### src/rtl/sar_dac_sequencer_if.sv
// sar_dac_sequencer_if: configuration/DAC bus between the register block,
// the analog front end and the SAR sequencer.
// Optional macro SAR_DAC_CONT_EN adds the 'cont' (continuous conversion) input.
interface sar_dac_sequencer_if #(
  parameter int N        = 8,
  parameter int SETTLE_W = 4
);
  logic                start;
  logic                abort;
  logic [SETTLE_W-1:0] settle_cycles;
  logic                comp_in;
`ifdef SAR_DAC_CONT_EN
  logic                cont;
`endif
  logic [N-1:0]        dac_code;
  logic                sample;
  logic                busy;
  logic                done;
  logic [N-1:0]        result;

`ifdef SAR_DAC_CONT_EN
  modport master (
    output start, abort, settle_cycles, comp_in, cont,
    input  dac_code, sample, busy, done, result
  );
  modport slave (
    input  start, abort, settle_cycles, comp_in, cont,
    output dac_code, sample, busy, done, result
  );
`else
  modport master (
    output start, abort, settle_cycles, comp_in,
    input  dac_code, sample, busy, done, result
  );
  modport slave (
    input  start, abort, settle_cycles, comp_in,
    output dac_code, sample, busy, done, result
  );
`endif
endinterface

### src/rtl/sar_dac_sequencer.sv
// sar_dac_sequencer: successive-approximation controller for the on-chip DAC
// and comparator. Track phase of S+1 cycles, then N binary-search trials, each
// preceded by S settle cycles, then a one-cycle DONE with the converted code.
// All outputs are registered: they are computed from the next-state values.
// Optional macro SAR_DAC_CONT_EN: 'cont' input restarts sampling from DONE.
module sar_dac_sequencer #(
  parameter int N        = 8,
  parameter int SETTLE_W = 4
) (
  input  logic               clk,
  input  logic               rst_n,
  sar_dac_sequencer_if.slave bus
);

  localparam int IW = $clog2(N);

  localparam logic [2:0] ST_IDLE   = 3'd0;
  localparam logic [2:0] ST_SAMPLE = 3'd1;
  localparam logic [2:0] ST_SETTLE = 3'd2;
  localparam logic [2:0] ST_DECIDE = 3'd3;
  localparam logic [2:0] ST_DONE   = 3'd4;

  localparam logic [N-1:0] ONE = {{(N-1){1'b0}}, 1'b1};

  logic [2:0]          r_state;
  logic [IW-1:0]       r_idx;
  logic [N-1:0]        r_work;
  logic [SETTLE_W-1:0] r_s;
  logic [SETTLE_W-1:0] r_cnt;
  logic [N-1:0]        r_result;
  logic [N-1:0]        r_dac;
  logic                r_sample;
  logic                r_busy;
  logic                r_done;

  logic [2:0]          w_state_nxt;
  logic [IW-1:0]       w_idx_nxt;
  logic [N-1:0]        w_work_nxt;
  logic [SETTLE_W-1:0] w_s_nxt;
  logic [SETTLE_W-1:0] w_cnt_nxt;
  logic [N-1:0]        w_result_nxt;
  logic [N-1:0]        w_dac_nxt;
  logic [N-1:0]        w_bit;
  logic [N-1:0]        w_kept;

  // Current trial bit and the working value after the comparator decision
  always_comb begin
    w_bit  = ONE << r_idx;
    if (bus.comp_in) begin
      w_kept = r_work | w_bit;
    end else begin
      w_kept = r_work;
    end
  end

  // Next-state logic; abort overrides every transition out of a busy state
  always_comb begin
    w_state_nxt  = r_state;
    w_idx_nxt    = r_idx;
    w_work_nxt   = r_work;
    w_s_nxt      = r_s;
    w_cnt_nxt    = r_cnt;
    w_result_nxt = r_result;
    case (r_state)
      ST_IDLE: begin
        if (bus.start) begin
          w_state_nxt = ST_SAMPLE;
          w_s_nxt     = bus.settle_cycles;
          w_cnt_nxt   = bus.settle_cycles;
          w_work_nxt  = {N{1'b0}};
        end else begin
          w_state_nxt = ST_IDLE;
        end
      end
      ST_SAMPLE: begin
        if (r_cnt == {SETTLE_W{1'b0}}) begin
          w_idx_nxt = IW'(N - 1);
          if (r_s == {SETTLE_W{1'b0}}) begin
            w_state_nxt = ST_DECIDE;
          end else begin
            w_state_nxt = ST_SETTLE;
            w_cnt_nxt   = r_s - {{(SETTLE_W-1){1'b0}}, 1'b1};
          end
        end else begin
          w_cnt_nxt = r_cnt - {{(SETTLE_W-1){1'b0}}, 1'b1};
        end
      end
      ST_SETTLE: begin
        if (r_cnt == {SETTLE_W{1'b0}}) begin
          w_state_nxt = ST_DECIDE;
        end else begin
          w_cnt_nxt = r_cnt - {{(SETTLE_W-1){1'b0}}, 1'b1};
        end
      end
      ST_DECIDE: begin
        w_work_nxt = w_kept;
        if (r_idx == {IW{1'b0}}) begin
          w_state_nxt  = ST_DONE;
          w_result_nxt = w_kept;
        end else begin
          w_idx_nxt = r_idx - {{(IW-1){1'b0}}, 1'b1};
          if (r_s == {SETTLE_W{1'b0}}) begin
            w_state_nxt = ST_DECIDE;
          end else begin
            w_state_nxt = ST_SETTLE;
            w_cnt_nxt   = r_s - {{(SETTLE_W-1){1'b0}}, 1'b1};
          end
        end
      end
      ST_DONE: begin
`ifdef SAR_DAC_CONT_EN
        if (bus.cont) begin
          w_state_nxt = ST_SAMPLE;
          w_s_nxt     = bus.settle_cycles;
          w_cnt_nxt   = bus.settle_cycles;
          w_work_nxt  = {N{1'b0}};
        end else begin
          w_state_nxt = ST_IDLE;
        end
`else
        w_state_nxt = ST_IDLE;
`endif
      end
      default: begin
        w_state_nxt = ST_IDLE;
      end
    endcase
    if (bus.abort && (r_state != ST_IDLE)) begin
      w_state_nxt  = ST_IDLE;
      w_result_nxt = r_result;
    end else begin
      w_result_nxt = w_result_nxt;
    end
  end

  // DAC code that the next state presents
  always_comb begin
    case (w_state_nxt)
      ST_IDLE:              w_dac_nxt = w_result_nxt;
      ST_SAMPLE:            w_dac_nxt = {N{1'b0}};
      ST_SETTLE, ST_DECIDE: w_dac_nxt = w_work_nxt | (ONE << w_idx_nxt);
      ST_DONE:              w_dac_nxt = w_work_nxt;
      default:              w_dac_nxt = {N{1'b0}};
    endcase
  end

  // Sequencer state, counters and converted result
  always_ff @(posedge clk or negedge rst_n) begin
    if (!rst_n) begin
      r_state  <= ST_IDLE;
      r_idx    <= {IW{1'b0}};
      r_work   <= {N{1'b0}};
      r_s      <= {SETTLE_W{1'b0}};
      r_cnt    <= {SETTLE_W{1'b0}};
      r_result <= {N{1'b0}};
    end else begin
      r_state  <= w_state_nxt;
      r_idx    <= w_idx_nxt;
      r_work   <= w_work_nxt;
      r_s      <= w_s_nxt;
      r_cnt    <= w_cnt_nxt;
      r_result <= w_result_nxt;
    end
  end

  // Registered DAC/handshake outputs derived from the next state
  always_ff @(posedge clk or negedge rst_n) begin
    if (!rst_n) begin
      r_dac    <= {N{1'b0}};
      r_sample <= 1'b0;
      r_busy   <= 1'b0;
      r_done   <= 1'b0;
    end else begin
      r_dac    <= w_dac_nxt;
      r_sample <= (w_state_nxt == ST_SAMPLE);
      r_busy   <= (w_state_nxt != ST_IDLE);
      r_done   <= (w_state_nxt == ST_DONE);
    end
  end

  assign bus.dac_code = r_dac;
  assign bus.sample   = r_sample;
  assign bus.busy     = r_busy;
  assign bus.done     = r_done;
  assign bus.result   = r_result;

endmodule

### src/flat_wrapper.sv
// flat-port wrapper written by rule: the top's interface ports become plain ports
module sar_dac_sequencer_flat 
#(
  parameter int N        = 8,
  parameter int SETTLE_W = 4
)
  (clk, rst_n, bus_start, bus_abort, bus_settle_cycles, bus_comp_in, bus_dac_code, bus_sample, bus_busy, bus_done, bus_result);
  sar_dac_sequencer_if #(.N(N), .SETTLE_W(SETTLE_W)) bus_i ();
  input  logic clk;
  input  logic rst_n;
  input wire logic [$bits(bus_i.start)-1:0] bus_start;
  input wire logic [$bits(bus_i.abort)-1:0] bus_abort;
  input wire logic [$bits(bus_i.settle_cycles)-1:0] bus_settle_cycles;
  input wire logic [$bits(bus_i.comp_in)-1:0] bus_comp_in;
  output wire logic [$bits(bus_i.dac_code)-1:0] bus_dac_code;
  output wire logic [$bits(bus_i.sample)-1:0] bus_sample;
  output wire logic [$bits(bus_i.busy)-1:0] bus_busy;
  output wire logic [$bits(bus_i.done)-1:0] bus_done;
  output wire logic [$bits(bus_i.result)-1:0] bus_result;
  assign bus_i.start = bus_start;
  assign bus_i.abort = bus_abort;
  assign bus_i.settle_cycles = bus_settle_cycles;
  assign bus_i.comp_in = bus_comp_in;
  assign bus_dac_code = bus_i.dac_code;
  assign bus_sample = bus_i.sample;
  assign bus_busy = bus_i.busy;
  assign bus_done = bus_i.done;
  assign bus_result = bus_i.result;
  sar_dac_sequencer #(.N(N), .SETTLE_W(SETTLE_W)) u_core (.clk(clk), .rst_n(rst_n), .bus(bus_i));
endmodule
### config.mk
export PLATFORM = sky130hd
export DESIGN_NAME = sar_dac_sequencer_flat
export DESIGN_NICKNAME = d
export VERILOG_FILES = /design/src/rtl/sar_dac_sequencer_if.sv /design/src/rtl/sar_dac_sequencer.sv /design/src/flat_wrapper.sv
export SDC_FILE = /design/constraint.sdc
export NUM_CORES = 1
export LEC_CHECK = 0
export CAP_MARGIN = 40
export CORE_AREA = 2 2 68 135
export CTS_CLUSTER_SIZE = 8
export DETAILED_ROUTE_END_ITERATION = 10
export DIE_AREA = 0 0 70 137
export PLACE_DENSITY = 0.48
export SYNTH_ARGS = -nofsm -noshare
export SYNTH_HDL_FRONTEND = slang
export SYNTH_SLANG_ARGS = --single-unit
### constraint.sdc
create_clock -name clk -period 3 [get_ports clk]
set_input_delay 0.3 -clock clk [delete_from_list [all_inputs] [get_ports clk]]
set_output_delay 0.3 -clock clk [all_outputs]
set_load 0.02 [all_outputs]
Word-level counts from Yosys, hierarchy flattened:

Cells that the tools add are included.

* add/sub/neg operators: 3
* equality and inequality tests: 10
* shift operators: 2
* muxes and demuxes: 23
* bitwise gates (word level): 2
* reduce and logical (&&, ||, !) cells: 12

Operator list (count)
* $mux 8: 5
* $pmux 8 s3: 1
* $mux 4: 5
* $mux 3: 6
* $or 8x8->8: 2
* $pmux 4 s4: 1
* $pmux 8 s2: 1
* $shl 1x3->8 const A: 2
* $eq 3x2->1 const B: 4
* $pmux 3 s4: 1
* $logic_not 3->1: 3
* $logic_not 4->1: 2
* $sub 4x1->4 const B: 2
* $eq 3x1->1 const B: 2
* $ne 2x2->1 const B: 3
* $pmux 3 s2: 1
* $reduce_bool 3->1: 2
* $reduce_and 4->1: 1
* $reduce_bool 4->1: 1
* $eq 3x3->1 const B: 1
* $sub 3x1->3 const B: 1
* $mux 1: 2
* $reduce_and 2->1: 1
* $reduce_or 2->1: 1
* $logic_and 1x1->1: 1

* bits in registers: 41

Depth between registers and ports, before layout:

* word-level depth: 8
* depth in mapped cells: 10
* mapped depth without buffers: 8

Worst setup path before layout:

No wires, ideal clock.

* path kind: reg2reg
* start: register u_core.r_idx[0]
* end: register u_core.r_dac[3] (netlist: u_core.bus.dac_code[3])
* library setup time: 69 ps
* data arrival time: 2183 ps
* data required time: 2931 ps
* setup slack: 748 ps
* cell stages (with the launch flop): 9
* cell sequence: dfrtp_1 clkbuf_1 inv_1 ha_1 nor2b_1 or3_1 nand3_1 or4b_1 nand3_1

* elaborated cells between the ends (all ways): 23

RTL lines
* start, declared: line sar_dac_sequencer.sv:26 `logic [IW-1:0] r_idx;`
* start signal, assigned: line sar_dac_sequencer.sv:151 `r_idx <= {IW{1'b0}};`
* start signal, assigned: line sar_dac_sequencer.sv:158 `r_idx <= w_idx_nxt;`
* $sub 3x1->3 / $logic_not 3->1 (equally long branches): line sar_dac_sequencer.sv:101, sar_dac_sequencer.sv:97
* $mux 3 (*): line sar_dac_sequencer.sv:97 `if (r_idx == {IW{1'b0}}) begin`
* $pmux 3 s2 (*): line sar_dac_sequencer.sv:64 `case (r_state)`
* net u_core.w_idx_nxt[1]: line sar_dac_sequencer.sv:37 `logic [IW-1:0] w_idx_nxt;`
* $shl 1x3->8 (*): line sar_dac_sequencer.sv:141 `ST_SETTLE, ST_DECIDE: w_dac_nxt = w_work_nxt | (ONE << w_idx_nxt);`
* $or 8x8->8 (*): line sar_dac_sequencer.sv:141
* $pmux 8 s3 (*): line sar_dac_sequencer.sv:138 `case (w_state_nxt)`
* net u_core.w_dac_nxt[3]: line sar_dac_sequencer.sv:42 `logic [N-1:0] w_dac_nxt;`
* end signal, assigned: line sar_dac_sequencer.sv:169 `r_dac <= {N{1'b0}};`
* end signal, assigned: line sar_dac_sequencer.sv:174 `r_dac <= w_dac_nxt;`
* end, declared: line sar_dac_sequencer.sv:31 `logic [N-1:0] r_dac;`

Mark *: on every way through the listed nets, which the timed path passes. The rest lies on a longest branch.
A chain may end at the register's enable or synchronous reset.

Worst setup path after layout:

* start: register u_core.r_idx[0]
* end: register u_core.r_dac[5] (netlist: u_core.bus.dac_code[5])

* word-level cells in the longest chain between the ends: 7
* elaborated cells between the ends (all ways): 23

RTL lines (line)
* $logic_not 3->1 / $shl 1x3->8 (equally long branches): sar_dac_sequencer.sv:97, sar_dac_sequencer.sv:48
* $mux 3 / $or 8x8->8 (equally long branches): sar_dac_sequencer.sv:97, sar_dac_sequencer.sv:50
* $pmux 3 s4 / $mux 8 (equally long branches): sar_dac_sequencer.sv:64, sar_dac_sequencer.sv:49
* $mux 3 / $mux 8 (equally long branches): sar_dac_sequencer.sv:128, sar_dac_sequencer.sv:97
* $eq 3x2->1 / $mux 8 (equally long branches): sar_dac_sequencer.sv:138, sar_dac_sequencer.sv:64
* $reduce_or 2->1 / $mux 8 (equally long branches): sar_dac_sequencer.sv:138, sar_dac_sequencer.sv:128
* $pmux 8 s3 (*): sar_dac_sequencer.sv:138
* net u_core.w_dac_nxt[5]: sar_dac_sequencer.sv:42

Marked as above.

==> out/qor.csv <==
stage,metric,value,unit
synthesis,"count leader, synth",dfrtp_1,
timing,"Setup violations, final",0,
timing,relative slew slack,0.566,
placement,gpl congestion,0.881,
cells_and_area,Area growth syn-to-layout,22.4,%
cts,H-tree levels,2,
global_routing,initial antenna violation count,0,
timing,Hold Fails Final Rpt,0,
drt,TritonRoute pass-1 iters,4,
cells_and_area,register area,1030,um2
die,io pins,28,
worst_setup_path,Reg-to-Reg Start,u_core.r_idx[0],
synthesis,synth top area cells,"dfrtp_1 (44%), nand2_1 (5.0%), ha_1 (3.8%), o21ai_0 (3.6%), nor2_1 (2.7%)",
pwr,Sequential Power Share,0.325,
synthesis,asr flop ratio synth,1.00,
drt,Initial DRC Count,123,
cts,clk sinks,41,
cells_and_area,# diodes,0,
worst_setup_path,"Req. time, crit path",3.21,ns
synthesis,Post-Synthesis Cells,244,
pwr,Clock power frac,0.182,
global_routing,GR Layer Usage met3,0.0221,
synthesis,Synth Area in Simple Gates,0.207,
worst_setup_path,Worst Setup End Kind,flip-flop,
timing,fin. max-slew vios,0,
cts,clk_lat worst skew,0.29,ns
global_routing,GR peak layer,met2,
placement,Placed Instances,364,
die,Die X,70,um
drt,vias,1966,
drt,Routed WL per cell,18.9,um
cts,CTS root buf,clkbuf_16,
die,DIE HEIGHT,137,um
timing,setup TNS,0,ns
synthesis,number of flops mapped to enable cells by yosys,0,
pwr,Pint,0.00168,W
job,Max Cap Viol,0,
global_routing,vias in the first global route,2149,
cells_and_area,final non-filler cell total,372,
global_routing,met1 usage,0.148,
global_routing,pin count of the biggest net entering global routing,25,
pwr,Psw,0.00131,W
global_routing,Total GRT Usage,0.154,
global_routing,total gr overflow,0,
die,die area,9590,um2
cts,cts bufs inserted,5,
synthesis,largest family of logic cells by synthesized area,compound AO/OA/AOI/OAI gates,
synthesis,Synth Area in Adders,0.0376,
synthesis,top-area cell type share of the netlist area,0.440,
synthesis,Post-Synthesis Cell Area,2330,um2
synthesis,Synth Warn #,0,
synthesis,Yosys reg bits,41,
timing,final worst path period share,0.823,
drt,Post-DRT Antenna Nets,0,
synthesis,Synth Area in Compound Gates,0.232,
synthesis,top post-synthesis cells by count,"dfrtp_1 (41), nand2_1 (31), nor2_1 (17), o21ai_0 (17), inv_1 (13)",
synthesis,post-synthesis sequential area ratio,0.440,
worst_setup_path,Setup Crit Path Kind,flip-flop to flip-flop,
die,# rows,48,
synthesis,fraction of synthesized area in multiplexers,0.0231,
timing,Fmax,405,MHz
placement,post-DP HPWL,5340,um
die,Starting Density,0.273,
cts,CTS tree,yes,
cells_and_area,share of layout cells above drive strength 1,0.0919,
synthesis,Syn Nets,260,
drt,Via density,5.28,
worst_setup_path,CP max FO,8,
global_routing,first-pass GRT wire length,11200,um
timing,Final Critical Period,2.47,ns
global_routing,met2 Usage GRT,0.302,
cts,# resized after CTS,0,
synthesis,top_reg_cell synth,dfrtp_1,
cells_and_area,fillcell total,902,
pwr,switch share,0.438,
worst_setup_path,"Arr. time, crit path",2.67,ns
synthesis,biggest area consumer among synthesized cells,dfrtp_1,
cells_and_area,Multi-input gate area,1190,um2
cells_and_area,fin nets,288,
cts,Clock Tree Buf Depth,2,
pwr,Pwr Total,0.00299,W
pwr,Pleak,1.28,nW
drt,WL final,7050,um
synthesis,post-synthesis xor/xnor area fraction,0.0113,
timing,Max Clock Skew,0.00405,ns
min_path,hold crit path type,input port to async pin,
worst_setup_path,startpoint types,flip-flop,
timing,Hold WS,0.496,ns
pwr,Comb pwr share,0.493,
drt,DRC errors left,0,
synthesis,Mean Syn Cell Area,9.56,um2
worst_setup_path,R2R cell count,7,
pwr,PD cells,1050,nW/um2
cts,"Clk pin slew, worst setup/hold paths",0.06,ns
synthesis,synth unique cells,59,
timing,worst slew pin tran,0.643,ns
outcome,run status,completed,
worst_setup_path,R2R Path End,u_core.bus.dac_code[5],
placement,port bufs,27,
die,Core Region,8530,um2
pwr,Max VDD drop,355,uV
worst_setup_path,R2R setup slack,0.53,ns
timing,RSZ-0062 raised after global routing,false,
[worst max path at each step]
| stage | start | to | slack, ns | cells after the start |
|---|---|---|---|---|
| after global placement | u_core.r_idx[1] | u_core.bus.dac_code[4] | 0.66 | 7 |
| after global routing | u_core.r_idx[0] | u_core.bus.dac_code[5] | 0.41 | 7 |
| after floorplan | u_core.r_idx[0] | u_core.bus.dac_code[3] | 0.75 | 8 |
| final | u_core.r_idx[0] | u_core.bus.dac_code[5] | 0.53 | 7 |
| after CTS | u_core.r_idx[0] | u_core.bus.dac_code[5] | 0.55 | 7 |
| after detailed placement | u_core.r_idx[0] | u_core.bus.dac_code[0] | 0.55 | 7 |
[stage by stage]
stage,instance area [um2],setup slack (ns),util
floorplan,2330,0.748,-
global placement,2680,0.658,0.315
detailed placement,2700,0.554,0.317
CTS,2860,0.547,0.335
global route,2860,0.409,0.335
finish,2860,0.532,0.335
[layer usage]
| metal | routed length [um] | vias up |
|---|---|---|
| li1 | - | 947 |
| met1 | 2560 | 962 |
| met2 | 4030 | 41 |
| met3 | 171 | 16 |
| met4 | 278 | 0 |
| met5 | 0 | - |
[kinds of logic (layout without fill, tap and decap cells)]
kind of cell	count (synthesis)	count (layout)
xor gates and xnor gates	3	3
buffers and inverters	25	53
muxes	5	5
adders and majority gates	7	7
and+or+nand+nor	91	91
AOI/OAI and AO/OA	72	72
DFF	41	41
[cells in the final DEF, fill, tap and decap left out, types with 2 or more instances in the layout]
cell type	count
nor3b_2	2
dfrtp_1	41
and3_1	3
or2_2	2
nand3_1	5
ha_1	7
o21ai_0	17
nand2b_1	4
a21oi_1	7
mux2_2	3
nor2b_1	3
a22o_1	7
nand2_1	31
o211ai_1	4
mux2i_1	2
o22ai_1	4
nor2_1	17
and3b_1	2
o311ai_0	3
nor3b_1	2
a31oi_1	4
buf_4	3
xnor2_1	2
inv_1	13
a211oi_1	2
a32oi_1	3
a21o_1	3
clkdlybuf4s50_1	26
or3b_1	2
clkbuf_16	5
nor3_1	7
or3_1	4
a22oi_1	2
[power by group through the flow]
stage	Sequential, W	Combinational, W	Clock (W)
finish	0.000972	0.00147	0.000544
global route	0.00100	0.00163	0.000576
CTS	0.000975	0.00149	0.000555
detailed placement	0.000982	0.00148	0
global placement	0.000978	0.00147	0
floorplan	0.000924	0.00103	0
[critical path: stages, from the launching register on]
cell and delay (ns):
dfrtp_1 0.37, inv_1 0.15, ha_1 0.35, nor2b_1 0.42, o22ai_2 0.18, o41ai_4 0.60
a32oi_1 0.19, o211ai_1 0.12
[flip-flops by register name, summed over array words and instances (netlist names)]
signal,cells
u_core.bus.busy,1
u_core.bus.dac_code,8
u_core.bus.done,1
u_core.bus.result,8
u_core.bus.sample,1
u_core.r_cnt,4
u_core.r_idx,3
u_core.r_s,4
u_core.r_state,3
u_core.r_work,8
[cell type report]
type,count,share of cell area
Sequential cell,41,0.359
Clock buffer,7,0.0500
Multi-Input combinational cell,178,0.417
Timing Repair Buffer,32,0.111
Inverter,14,0.0184
Tap cell,100,0.0438
[what timing repair did]
| item | in CTS | in global routing |
|---|---|---|
| setup buffers | 0 | 0 |
| hold buffers | 1 | 0 |
| endpoints found under the hold margin | 17 | 0 |
| setup endpoints to repair | 0 | 0 |
Power figures use the tool's default switching activity.
